--- config.mk ---
export PLATFORM = sky130hd
export DESIGN_NAME = inj_port_arbiter
export DESIGN_NICKNAME = d
export VERILOG_FILES = /design/src/rtl/inj_port_arbiter.sv
export SDC_FILE = /design/constraint.sdc
export NUM_CORES = 1
export LEC_CHECK = 0
export CAP_MARGIN = 20
export CORE_ASPECT_RATIO = 0.7
export CORE_UTILIZATION = 30
export DETAILED_ROUTE_END_ITERATION = 16
export GPL_TIMING_DRIVEN = 1
export PLACE_DENSITY = 0.67
export SLEW_MARGIN = 20
export SYNTH_ARGS = -nofsm -noshare
export SYNTH_HDL_FRONTEND = slang
export SYNTH_SLANG_ARGS = --single-unit
--- constraint.sdc ---
create_clock -name clk -period 2.1 [get_ports clk]
set_input_delay 0.315 -clock clk [delete_from_list [all_inputs] [get_ports clk]]
set_output_delay 0.315 -clock clk [all_outputs]
set_load 0.1 [all_outputs]
--- src/rtl/inj_port_arbiter.sv ---
// Round-robin arbiter sharing one router local injection port between NUM_REQ
// traffic generators, with wormhole packet locking and a stall watchdog.
package router_pkg;
    localparam int FLIT_SIZE    = 16;
    localparam int NUM_OF_FLITS = 8;

    typedef enum logic [1:0] {
        NONE_FLIT = 2'b00,
        HEAD_FLIT = 2'b01,
        BODY_FLIT = 2'b10,
        TAIL_FLIT = 2'b11
    } FLIT_TYPE_t;
endpackage

module inj_port_arbiter
    import router_pkg::*;
#(
    parameter int NUM_REQ       = 4,
    parameter int TIMEOUT       = 64,
    parameter int MAX_PKT_FLITS = NUM_OF_FLITS
) (
    input  logic                               clk,
    input  logic                               reset_n,
    input  logic [NUM_REQ-1:0]                 i_req,
    output logic [NUM_REQ-1:0]                 o_grant,
    input  logic [NUM_REQ*FLIT_SIZE-1:0]       i_flit,
    output logic [FLIT_SIZE-1:0]               o_flit,
    input  logic [$clog2(MAX_PKT_FLITS):0]     i_space,
    output logic                               o_busy,
    output logic                               o_timeout,
    output logic [$clog2(NUM_REQ)-1:0]         o_owner
);

    localparam int OW = $clog2(NUM_REQ);
    localparam int CW = OW + 1;
    localparam int SW = $clog2(MAX_PKT_FLITS) + 1;
    localparam int WW = $clog2(TIMEOUT) + 1;

    typedef enum logic [1:0] {
        IDLE    = 2'b00,
        GRANT   = 2'b01,
        STREAM  = 2'b10,
        RELEASE = 2'b11
    } state_t;

    state_t                 state_r, state_s;
    logic [OW-1:0]          ptr_r, ptr_s;
    logic [WW-1:0]          wd_r, wd_s;
    logic [NUM_REQ-1:0]     grant_s;
    logic                   busy_s;
    logic                   timeout_s;
    logic [OW-1:0]          owner_s;
    logic [FLIT_SIZE-1:0]   flit_s;

    logic                   pick_found_s;
    logic [OW-1:0]          pick_idx_s;
    logic [FLIT_SIZE-1:0]   owner_flit_s;
    logic                   owner_valid_s;
    FLIT_TYPE_t             owner_type_s;

    function automatic logic [OW-1:0] ptr_after(input logic [OW-1:0] idx);
        if (idx == OW'(NUM_REQ - 1)) begin
            return '0;
        end else begin
            return idx + OW'(1);
        end
    endfunction

    assign owner_flit_s  = i_flit[int'(o_owner)*FLIT_SIZE +: FLIT_SIZE];
    assign owner_valid_s = owner_flit_s[FLIT_SIZE-1];
    assign owner_type_s  = FLIT_TYPE_t'(owner_flit_s[FLIT_SIZE-2 -: 2]);

    // Round-robin pick: first requester at or after the pointer, wrapping.
    always_comb begin : rr_pick
        logic [CW-1:0] cand;
        pick_found_s = 1'b0;
        pick_idx_s   = '0;
        cand         = '0;
        for (int i = 0; i < NUM_REQ; i++) begin
            cand = {1'b0, ptr_r} + CW'(i);
            if (cand >= CW'(NUM_REQ)) begin
                cand = cand - CW'(NUM_REQ);
            end else begin
                cand = cand;
            end
            if (!pick_found_s && i_req[cand[OW-1:0]]) begin
                pick_found_s = 1'b1;
                pick_idx_s   = cand[OW-1:0];
            end else begin
                pick_found_s = pick_found_s;
            end
        end
    end

    // Next-state and next-output logic; outputs reflect the state being entered.
    always_comb begin
        state_s   = state_r;
        ptr_s     = ptr_r;
        wd_s      = wd_r;
        grant_s   = o_grant;
        busy_s    = o_busy;
        owner_s   = o_owner;
        flit_s    = '0;
        timeout_s = 1'b0;
        case (state_r)
            IDLE: begin
                grant_s = '0;
                busy_s  = 1'b0;
                wd_s    = '0;
                if (pick_found_s && (i_space >= SW'(MAX_PKT_FLITS))) begin
                    state_s = GRANT;
                    grant_s = NUM_REQ'(1) << pick_idx_s;
                    busy_s  = 1'b1;
                    owner_s = pick_idx_s;
                end else begin
                    state_s = IDLE;
                end
            end
            GRANT, STREAM: begin
                flit_s = owner_valid_s ? owner_flit_s : '0;
                if (owner_valid_s) begin
                    wd_s = '0;
                    if ((state_r == STREAM) && (owner_type_s == TAIL_FLIT)) begin
                        state_s = RELEASE;
                        grant_s = '0;
                        busy_s  = 1'b0;
                    end else begin
                        state_s = STREAM;
                    end
                end else if (wd_r == WW'(TIMEOUT - 1)) begin
                    // Stalled owner: release without the RELEASE bubble.
                    state_s   = IDLE;
                    timeout_s = 1'b1;
                    grant_s   = '0;
                    busy_s    = 1'b0;
                    wd_s      = '0;
                    ptr_s     = ptr_after(o_owner);
                end else begin
                    wd_s = wd_r + WW'(1);
                end
            end
            RELEASE: begin
                state_s = IDLE;
                grant_s = '0;
                busy_s  = 1'b0;
                ptr_s   = ptr_after(o_owner);
            end
            default: begin
                state_s = IDLE;
                grant_s = '0;
                busy_s  = 1'b0;
                wd_s    = '0;
            end
        endcase
    end

    // State, pointer, watchdog and registered outputs.
    always_ff @(posedge clk or negedge reset_n) begin
        if (!reset_n) begin
            state_r   <= IDLE;
            ptr_r     <= '0;
            wd_r      <= '0;
            o_grant   <= '0;
            o_busy    <= 1'b0;
            o_owner   <= '0;
            o_flit    <= '0;
            o_timeout <= 1'b0;
        end else begin
            state_r   <= state_s;
            ptr_r     <= ptr_s;
            wd_r      <= wd_s;
            o_grant   <= grant_s;
            o_busy    <= busy_s;
            o_owner   <= owner_s;
            o_flit    <= flit_s;
            o_timeout <= timeout_s;
        end
    end

endmodule
==> results_dict.tcl, run 1 <==
set metrics [dict create \
    min_path_type "in -> async" \
    totalPowerFinal_mw 4.70 \
    clk-insertion-delay-late_ns 0.28 \
    setup_viol 0 \
    rsz0062_at_grt "no" \
    wire_per_inst_um 15.5 \
    r2r-start "o_owner[0]" \
    cts_tree "yes" \
    maxSlewHeadroom_pct 69.9 \
    overflow 0 \
    fin_skew_ns 0.0114 \
    layout_commonest_cell "clkdlybuf4s50_1" \
    syn_area_mm2 0.00200 \
    dp.cells 358 \
    nets 355 \
    timing.fmax_ghz 0.498 \
    p_leak_nw 1.42 \
    period_share_pct 95.6 \
    avgSynthCellArea_um2 11.9 \
    post-route-min-period_ns 2.01 \
    drt_iter0_drc 58 \
    area_delta_synth_final_pct 59.0 \
    gp_congestion 0.777 \
    r2r_cells 5 \
    crit_type "reg -> reg" \
    ys_ff_latch 35 \
    vdd_drop_max_mv 1.20 \
    synthDistinctLibCells 40 \
    synthesis.nets 249 \
    start_util_pct 31.6 \
    drive_above_1_share_pct 25.1 \
    synthSimpleGateAreaFrac_pct 13.1 \
    startpoint "o_owner[0]" \
    worstSetupEndpointType "flop" \
    post-route-util_pct 50.2 \
    vias 1775 \
    portBuffers 94 \
    setup_tns_ns 0 \
    cts_setup_buffers 0 \
    synth_cells 168 \
    synthXorXnorAreaFrac_pct 0.875 \
    num-fill-cells 584 \
    clock-sinks 35 \
    hold_violations 0 \
    r2r_slack_ns 0.09 \
    outcome "finished, final reports clean" \
    yosysSeqAreaShare_pct 43.8 \
    grt_usage_pct 17.2 \
    drc 0 \
    final_cells 366 \
    core.rowCount 24 \
    post-route-cell-area_mm2 0.00318 \
    worstReg2RegEnd "wd_r[3]" \
    root_buffer "clkbuf_8" \
    fin_hold_ws_ns 0.448 \
    via_per_inst 4.85 \
    grt_pass1_wl_um 9240 \
    synth_top_family_by_area "multiplexers" \
    cellPowerDensity_mw_per_mm2 1480 \
    die_area_mm2 0.00701 \
    grt_pass1_vias 1835 \
    synth_warnings 0 \
    pre_cts_ws_ns -0.121 \
    grt_max_degree 36 \
    fin_ws_ns 0.0933 \
    grt_antenna_before_repair 0 \
    dpl.hpwl_um 4440 \
    worstMarginPinSlew_ns 0.451 \
    fp.coreArea_mm2 0.00634 \
    detail-route-antenna-nets 0 \
    worstPathArrival_ns 2.21 \
    layout_common_cells "clkdlybuf4s50_1 (70), buf_4 (35), dfrtp_1 (33)" \
    ios 98 \
    clk_pin_slew_ns 0.08 \
    finalMaxSlewViolations 0 \
    die_y_um 70.3 \
    antenna_cells 0 \
    synthAdderAreaFrac_pct 4.38 \
    synth_mux_area_share_pct 22.8 \
    firstDrtPassIters 4 \
    crit_fanout 16 \
    die_w_um 99.6 \
    wl_um 5660 \
    cp-start-kind "flop" \
    max_cap_violations 0 \
    clock_path_buffers 2 \
    dpl-instance-area_mm2 0.00309 \
    cts_buffers 5 \
    htreeDepth 2 \
    synth_compound_area_share_pct 12.3 \
    crit_required_ns 2.31 \
]
## routing by layer
layer  share of wire, %  routed length [um]  up-vias  global-route usage, %
met5                  0                   0        -                      0
met1                 48                2730      861                   24.0
met4               0.58                  33        0                   2.94
li1                   -                   -      853                      -
met3                6.5                 370        4                   5.01
met2                 45                2520       57                   26.8
## cell usage after synthesis (all sizes together)
master | count | share of area [%]
dfrtp | 35 | 44
and3 | 14 | 4.4
mux4 | 14 | 16
nand2 | 11 | 2.1
nor2 | 10 | 1.9
ha | 7 | 4.4
mux2i | 7 | 3.5
inv | 6 | 1.1
mux2 | 6 | 3.6
a21oi | 5 | 1.2
o31ai | 5 | 1.9
buf | 4 | 0.94
clkbuf | 4 | 0.75
o21ai | 4 | 1.0
o311ai | 4 | 1.7
and2 | 2 | 0.62
nand2b | 2 | 0.62
nand3 | 2 | 0.50
nor2b | 2 | 0.62
nor3 | 2 | 0.50
nor4 | 2 | 0.62
o21a | 2 | 0.75
o41a | 2 | 1.1
or4 | 2 | 0.75
a211oi | 1 | 0.38
a21o | 1 | 0.38
a2bb2oi | 1 | 0.44
a311o | 1 | 0.50
a31oi | 1 | 0.31
a32o | 1 | 0.50
and4b | 1 | 0.50
o21bai | 1 | 0.38
o22a | 1 | 0.44
o22ai | 1 | 0.31
o31a | 1 | 0.50
o41ai | 1 | 0.44
xnor2 | 1 | 0.44
xor2 | 1 | 0.44
## kinds of logic (layout without fill, tap and decap cells)
group / after synthesis / in the layout
and+or+nand+nor: 50 / 50
adders and majority gates: 7 / 7
xor gates and xnor gates: 2 / 2
AOI/OAI and AO/OA: 33 / 33
DFF: 35 / 35
buffers and inverters: 14 / 121
muxes: 27 / 27
## sequential cells by signal (all words and copies together) (netlist names)
register	cells
ptr_r	2
state_r	2
o_busy	1
o_owner	2
o_timeout	1
o_flit	16
o_grant	4
wd_r	7
## area by class of cell
cell class                      count  area (um^2)  share of cell area, %
Clock inverter                      3         15.0                  0.472
Sequential cell                    35          883                   27.8
Inverter                            6         22.5                  0.708
Tap cell                           91          114                   3.58
Timing Repair Buffer              107         1000                   31.5
Clock buffer                        5         68.8                   2.16
Multi-Input combinational cell    119         1080                   33.8
## critical path, cell delays in order (launching register included)
cell,delay (ns)
dfrtp_4,0.48
mux4_2,0.57
buf_4,0.22
a311o_1,0.37
nor2b_1,0.18
nor2_1,0.11
## worst max path at each step
stage          cells after the start      end
6_report                           5  wd_r[3]
5_1_grt                            5  wd_r[3]
4_1_cts                            5  wd_r[5]
3_5_place_dp                       6  wd_r[5]
3_3_place_gp                       5   o_busy
2_1_floorplan                      4   o_busy
## what timing repair did
| item | in CTS | in global routing |
|---|---|---|
| hold endpoints to repair | 0 | 0 |
| setup endpoints to repair | 0 | 1 |
| resized for setup | 0 | 1 |
| hold buffers | 0 | 0 |
## report_power, final
part	internal (mW)	total (mW)	switching, mW	leakage, nW
combinational	1.06	3.15	2.09	0.901
sequential	0.908	1.09	0.185	0.467
clock	0.227	0.466	0.240	0.0477
Note: power is estimated with default switching activity, not from simulation.
==> run 2, diff against run 1 <==
--- a/config.mk
+++ b/config.mk
@@ -11,6 +11,7 @@
 export DETAILED_ROUTE_END_ITERATION = 16
 export GPL_TIMING_DRIVEN = 1
 export PLACE_DENSITY = 0.67
+export SKIP_CTS_REPAIR_TIMING = 1
 export SLEW_MARGIN = 20
 export SYNTH_ARGS = -nofsm -noshare
 export SYNTH_HDL_FRONTEND = slang
==> results of run 2 <==
No change in the layout: final DEF, timing and power equal those of run 1.
==> run 3, diff against run 2 <==
--- a/config.mk
+++ b/config.mk
@@ -12,7 +12,6 @@
 export GPL_TIMING_DRIVEN = 1
 export PLACE_DENSITY = 0.67
 export SKIP_CTS_REPAIR_TIMING = 1
-export SLEW_MARGIN = 20
 export SYNTH_ARGS = -nofsm -noshare
 export SYNTH_HDL_FRONTEND = slang
 export SYNTH_SLANG_ARGS = --single-unit
==> results of run 3 <==
No change in the layout: final DEF, timing and power equal those of run 1.
